===== src/rtl/dm_hart_rstctrl.sv =====
// Reset sequencer between the debug module and a set of harts: global
// hold/ack/staggered release plus independent per-hart resets.
module dm_hart_rstctrl #(
    parameter int NrHarts       = 1,
    parameter int HoldCycles    = 4,
    parameter int StaggerCycles = 0
) (
    input  logic               clk_i,
    input  logic               rst_ni,
    input  logic               testmode_i,
    input  logic               ndmreset_i,
    output logic               ndmreset_ack_o,
    input  logic [NrHarts-1:0] hartreset_i,
    input  logic [NrHarts-1:0] hart_en_i,
    output logic [NrHarts-1:0] hart_rst_no,
    output logic               busy_o
);

    localparam int HW = $clog2(HoldCycles) + 1;
    localparam int SW = $clog2(StaggerCycles) + 1;
    localparam int IW = (NrHarts > 1) ? $clog2(NrHarts) : 1;

    typedef enum logic [1:0] {
        ASSERT,
        ACK,
        RELEASE,
        IDLE
    } state_e;

    state_e               state_q, state_d;
    logic [HW-1:0]        hold_q, hold_d;
    logic [SW-1:0]        stag_q, stag_d;
    logic [IW-1:0]        idx_q, idx_d;
    logic                 ivld_q, ivld_d;
    logic [NrHarts-1:0]   rel_q, rel_d;
    logic                 ack_q, ack_d;
    logic [NrHarts-1:0]   rst_q, rst_d;
    logic [HW-1:0]        cnt_q [NrHarts];
    logic [HW-1:0]        cnt_d [NrHarts];

    logic [IW-1:0]        first_idx, next_idx;
    logic                 first_vld, next_vld;
    logic                 do_rel, abort;

    // Disabled harts are skipped combinationally so they cost no cycles.
    always_comb begin
        first_idx = '0;
        first_vld = 1'b0;
        next_idx  = '0;
        next_vld  = 1'b0;
        for (int i = NrHarts - 1; i >= 0; i--) begin
            if (hart_en_i[i]) begin
                first_idx = IW'(i);
                first_vld = 1'b1;
            end
            if (hart_en_i[i] && (IW'(i) > idx_q)) begin
                next_idx = IW'(i);
                next_vld = 1'b1;
            end
        end
    end

    always_comb begin
        state_d = state_q;
        hold_d  = hold_q;
        stag_d  = stag_q;
        idx_d   = idx_q;
        ivld_d  = ivld_q;
        rel_d   = rel_q;
        ack_d   = 1'b0;
        do_rel  = 1'b0;
        abort   = 1'b0;
        unique case (state_q)
            ASSERT: begin
                hold_d = hold_q + HW'(1);
                rel_d  = '0;
                idx_d  = first_idx;
                ivld_d = first_vld;
                stag_d = '0;
                if (hold_q == HW'(HoldCycles - 1)) begin
                    hold_d = '0;
                    if (ndmreset_i) begin
                        state_d = ACK;
                        ack_d   = 1'b1;
                    end else begin
                        state_d = RELEASE;
                    end
                end
            end
            ACK: begin
                // Dropping the request releases the first hart at once.
                if (ndmreset_i) begin
                    ack_d = 1'b1;
                end else begin
                    state_d = RELEASE;
                    do_rel  = ivld_q;
                end
            end
            RELEASE: begin
                if (ndmreset_i) begin
                    abort = 1'b1;
                end else if (!ivld_q) begin
                    state_d = IDLE;
                end else if (stag_q == '0) begin
                    do_rel = 1'b1;
                end else begin
                    stag_d = stag_q - SW'(1);
                end
            end
            IDLE: begin
                abort = ndmreset_i;
            end
            default: begin
                state_d = ASSERT;
            end
        endcase
        if (abort) begin
            state_d = ASSERT;
            hold_d  = '0;
            rel_d   = '0;
        end
        if (do_rel) begin
            for (int h = 0; h < NrHarts; h++) begin
                if (IW'(h) == idx_q) rel_d[h] = 1'b1;
            end
            idx_d  = next_idx;
            ivld_d = next_vld;
            stag_d = SW'(StaggerCycles);
        end
    end

    // A hart runs only when globally released and its own hold has expired.
    always_comb begin
        cnt_d = cnt_q;
        rst_d = '0;
        for (int h = 0; h < NrHarts; h++) begin
            if (hartreset_i[h]) begin
                cnt_d[h] = HW'(HoldCycles);
            end else if (cnt_q[h] != '0) begin
                cnt_d[h] = cnt_q[h] - HW'(1);
            end
            rst_d[h] = hart_en_i[h] & rel_d[h] & ~hartreset_i[h]
                     & (cnt_q[h] == '0);
        end
    end

    always_ff @(posedge clk_i or negedge rst_ni) begin
        if (!rst_ni) begin
            state_q <= ASSERT;
            hold_q  <= '0;
            stag_q  <= '0;
            idx_q   <= '0;
            ivld_q  <= 1'b0;
            rel_q   <= '0;
            ack_q   <= 1'b0;
            rst_q   <= '0;
            for (int h = 0; h < NrHarts; h++) begin
                cnt_q[h] <= '0;
            end
        end else begin
            state_q <= state_d;
            hold_q  <= hold_d;
            stag_q  <= stag_d;
            idx_q   <= idx_d;
            ivld_q  <= ivld_d;
            rel_q   <= rel_d;
            ack_q   <= ack_d;
            rst_q   <= rst_d;
            for (int h = 0; h < NrHarts; h++) begin
                cnt_q[h] <= cnt_d[h];
            end
        end
    end

    assign hart_rst_no    = testmode_i ? {NrHarts{rst_ni}} : rst_q;
    assign ndmreset_ack_o = ack_q;
    assign busy_o         = (state_q != IDLE);

endmodule


===== config.mk =====
export PLATFORM = sky130hd
export DESIGN_NAME = dm_hart_rstctrl
export DESIGN_NICKNAME = d
export VERILOG_FILES = /design/src/rtl/dm_hart_rstctrl.sv
export SDC_FILE = /design/constraint.sdc
export NUM_CORES = 1
export LEC_CHECK = 0
export BUFFER_PORTS_ARGS = -buffer_cell sky130_fd_sc_hd__buf_2
export CAP_MARGIN = 20
export CORE_MARGIN = 2
export CORE_UTILIZATION = 25
export CTS_BUF_LIST = sky130_fd_sc_hd__clkbuf_2 sky130_fd_sc_hd__clkbuf_4 sky130_fd_sc_hd__clkbuf_8
export DETAILED_ROUTE_END_ITERATION = 8
export SYNTH_ARGS = -nofsm -noshare
export SYNTH_HDL_FRONTEND = slang
export SYNTH_SLANG_ARGS = --single-unit

===== constraint.sdc =====
create_clock -name clk_i -period 1.9 [get_ports clk_i]
set_input_delay 0.19 -clock clk_i [delete_from_list [all_inputs] [get_ports clk_i]]
set_output_delay 0.19 -clock clk_i [all_outputs]
set_load 0.01 [all_outputs]

==> impl.org <==
** Timing
- Final hold viol count :: 0
- Max-Slew Margin vs Limit :: around four fifths
- Slew of the pin with the lowest slew margin :: between 0.3 and 0.4 ns
- Summed over all failing endpoints, the final setup total negative slack is 0 ns.
- Setup violations remaining at the end of the flow were counted as 0.
- Setup repair after global routing missed its margin :: false
- On the final layout, the worst hold slack is about 0.13 ns.
- Based on the critical path, the design can be clocked at up to just under 600 MHz.
- The count of pins over their slew limit came to 0.
- Across the routed clock network, the largest skew measured is 0.00810 ns.
- After layout, the worst path uses just under 90% of the clock period.
- Time the worst path needs with I/O delays and setup :: 1.69 ns

** GRT
- Summed over all layers, the global routing overflow is 0.
- Global-route wire length before repair :: around 2.1 mm
- Total global routing track utilization :: 8.49%
- Entering global routing, the biggest net connects 14 pins.
- The via count of the first global-routing pass is 498.
- The number of antenna violations at the first check in global routing is 0.

** Setup path
- At the worst endpoint, the required time is between 2 and 2.5 ns.
- Largest driver fanout on the critical path :: 8
- The largest single stage delay on the critical path is roughly 0.48 ns.
- The kind of cell with the highest combined delay along the critical path is simple AND/OR/NAND/NOR gates.
- Among all stages on the critical path, the largest delay is contributed by dfrtp_1.
- The worst setup path is launched from a register.
- Worst Path Class, Setup :: register to register
- The worst setup path is captured at a register.
- Critical path, cell by cell :: inv_1 > ha_1 > nand2_1 > nor3_1 > a21o_1 > nor4b_2
- Together, buffers and inverters on the worst path number 1.
- Worst path arrival time :: about 1.9 ns

** Synth
- For this run, the number of Yosys warnings is 0.
- The number of different library cells used by synthesis comes to 26.
- Syn Nets :: 80
- Synthesis produced a netlist whose cell count is 66.
- After synthesis the netlist holds a flip-flop and latch count of 12.
- Averaged over all synthesized cells, the footprint is ~11 µm².
- In this run the cell area of the synthesized design comes to slightly below 700 µm².
- The share of the Yosys chip area taken by registers is a little over two fifths.

** Placement
- In this run the tool buffered the top-level ports with 8 buffer cells.
- Gpl congestion :: slightly above 0.8
- After legalization and detailed placement, the total HPWL measured 913 µm.

** Worst hold path
- Hold WC Path Type :: input pin to register

** Route
- Number of design rule violations left after detail routing :: 0
- Post-DR wirelength/cell :: approximately 11 µm
- Total wire length :: roughly 1.2 mm
- After detailed routing, the number of vias per cell comes to roughly 4.6.
- Before antenna repair, the detailed router went through 4 iterations.
- Antenna Violating Nets Remaining :: 0
- After the first detailed-routing iteration, the DRC count stood at 5.
- Total number of vias :: a little under 500

** Clock network
- Post-CTS Setup Bufs :: 0
- In this run the number of H-tree levels came out at 1.
- In this run, CTS created clock tree buffers numbering 3.
- Hold bufs inserted after CTS :: 1
- Clock tree from TritonCTS :: yes
- No sink is reached through more buffers than the 2 on the longest clock path.
- CTS placed an instance of clkbuf_4 at the clock tree root.
- Cts repair resizes :: 0
- For the worst-skew pair, the clock arrives at the later sink with an insertion delay of between 0.2 and 0.3 ns.
- After clock tree synthesis, the clock-pin slew on the worst setup and hold paths is approximately 0.080 ns.
- Number of clock sinks :: 12

** Cells and area
- Number of diodes :: 0
- After the last flow step, the layout net total stands at just over 90.
- In the final layout, the share of cells above drive strength 1 is between 20% and 30%.
- Area overhead of the layout relative to synthesis :: 16.9%

** Die
- Die Footprint :: between 0.003 and 0.004 mm²
- Measured along the y axis, the die boundary spans about 57 µm.
- The floorplan has 19 rows.
- Core Region :: around 0.0027 mm²
- Pin placement for this block handled 9 I/O pins.
- The die is around 57 µm wide.
- The initial utilization of the core area, before any placement, comes to 25.7%.

** Power
- Pwr dens :: around 1500 mW/mm²
- Static leakage power :: approximately 0.0004 µW
- The worst-case IR drop observed on VDD is between 0.5 and 0.6 mV.

** Job
- The tool flagged a number of max-cap violations equal to 0.

** Run status
- Run status :: finished, final reports clean
-- synthesized netlist by cell type --
| cell type | n | share of area (%) |
|---|---|---|
| nor4b_2 | 1 | 2.2 |
| buf_4 | 1 | 1.1 |
| xnor2_1 | 1 | 1.3 |
| o21a_1 | 1 | 1.1 |
| o211ai_1 | 1 | 1.1 |
| a211oi_1 | 1 | 1.1 |
| a211oi_2 | 1 | 1.8 |
| nand3b_1 | 1 | 1.1 |
| o31ai_1 | 1 | 1.1 |
| and3_4 | 1 | 1.6 |
| nand2_1 | 3 | 1.6 |
| or2_2 | 1 | 0.90 |
| o31a_1 | 1 | 1.3 |
| o22ai_1 | 2 | 1.8 |
| inv_1 | 8 | 4.3 |
| nor2_1 | 6 | 3.2 |
| mux2_2 | 2 | 3.2 |
| and3_1 | 1 | 0.90 |
| dfrtp_1 | 12 | 43 |
| a21o_1 | 1 | 1.1 |
| ha_1 | 8 | 14 |
| nand2b_1 | 3 | 2.7 |
| nand2_2 | 1 | 0.90 |
| nor3_1 | 1 | 0.72 |
| a21oi_1 | 3 | 2.2 |
| mux2i_1 | 3 | 4.3 |
-- flip-flops by register name, summed over array words and instances (netlist names) --
register,flops
hold_q,3
cnt_q,3
ivld_q,1
rel_q,1
state_q,2
ndmreset_ack_o,1
rst_q,1
-- kinds of logic (layout without fill, tap and decap cells) --
logic type / count (synthesis) / after routing / share of synthesized area, %
multiplexers: 5 / 5 / 7.55
AO/OA/AOI/OAI: 12 / 12 / 12.4
flip-flops: 12 / 12 / 43.2
adder cells (fa/ha/maj): 8 / 8 / 14.4
XOR/XNOR: 1 / 1 / 1.26
AND/OR/NAND/NOR: 19 / 19 / 15.8
buffers and inverters: 9 / 21 / 5.40
-- worst reg2reg max path: stages (launching register included) --
cell	delay (ns)
dfrtp_1	0.48
inv_1	0.14
ha_1	0.33
nand2_1	0.06
nor3_1	0.26
a21o_1	0.14
nor4b_2	0.19
-- final cells by class --
cell class	count	area, µm²
tap	31	38.8
sequential	12	300
timing repair buffer	9	50.0
multi-input combinational	45	358
clock buffer	4	36.3
inverter	8	30.0
fill	304	1900
-- layout by cell type, fill, tap and decap left out, types with 2 or more instances in the layout --
master / synthesis / routed
a21oi_1: 3 / 3
buf_2: 0 / 8
clkbuf_4: 0 / 3
dfrtp_1: 12 / 12
ha_1: 8 / 8
inv_1: 8 / 8
mux2_2: 2 / 2
mux2i_1: 3 / 3
nand2_1: 3 / 3
nand2b_1: 3 / 3
nor2_1: 6 / 6
o22ai_1: 2 / 2
-- layer usage --
metal	wire, µm	GRT usage [%]
met1	537	10.8
met2	552	12.6
met3	64	2.53
met4	0	4.98
met5	0	0
-- path summary, 6_finish.rpt --
kind	cells past startpoint	endpoint	from	slack (ns)
max in group asynchronous	2	ivld_q$_DFFE_PN0P_	rst_ni	1.35
hold reg to reg	1	rel_q$_DFF_PN0_	rel_q$_DFF_PN0_	0.47
setup / recovery	6	rst_q$_DFF_PN0_	state_q[1]$_DFFE_PN0P_	0.21
setup reg to reg	6	rst_q$_DFF_PN0_	state_q[1]$_DFFE_PN0P_	0.21
min in group asynchronous	2	cnt_q[1]$_DFFE_PN0P_	rst_ni	0.32
hold / removal	2	cnt_q[1]$_DFFE_PN0P_	hartreset_i	0.13
-- through the flow --
step                instance area [µm²]  total power (µW)  setup slack (ns)  util [%]  cells
floorplan                           696               902             0.466         -     66
global placement                    767              1020             0.292      28.3    104
detailed placement                  767              1040             0.218      28.3    104
CTS                                 813              1250             0.193      30.0    109
global route                        813              1360           0.00452      30.0    109
finish                              813              1230             0.207      30.0    109
-- where the power goes --
part / leakage, µW / total [µW] / internal, µW / switching [µW]
logic: 0.000229 / 604 / 287 / 317
clock network: 0.0000210 / 201 / 116 / 84.2
registers: 0.000153 / 424 / 348 / 76.6
total: 0.000402 / 1230 / 751 / 478
(Power assumes the default switching activity.)
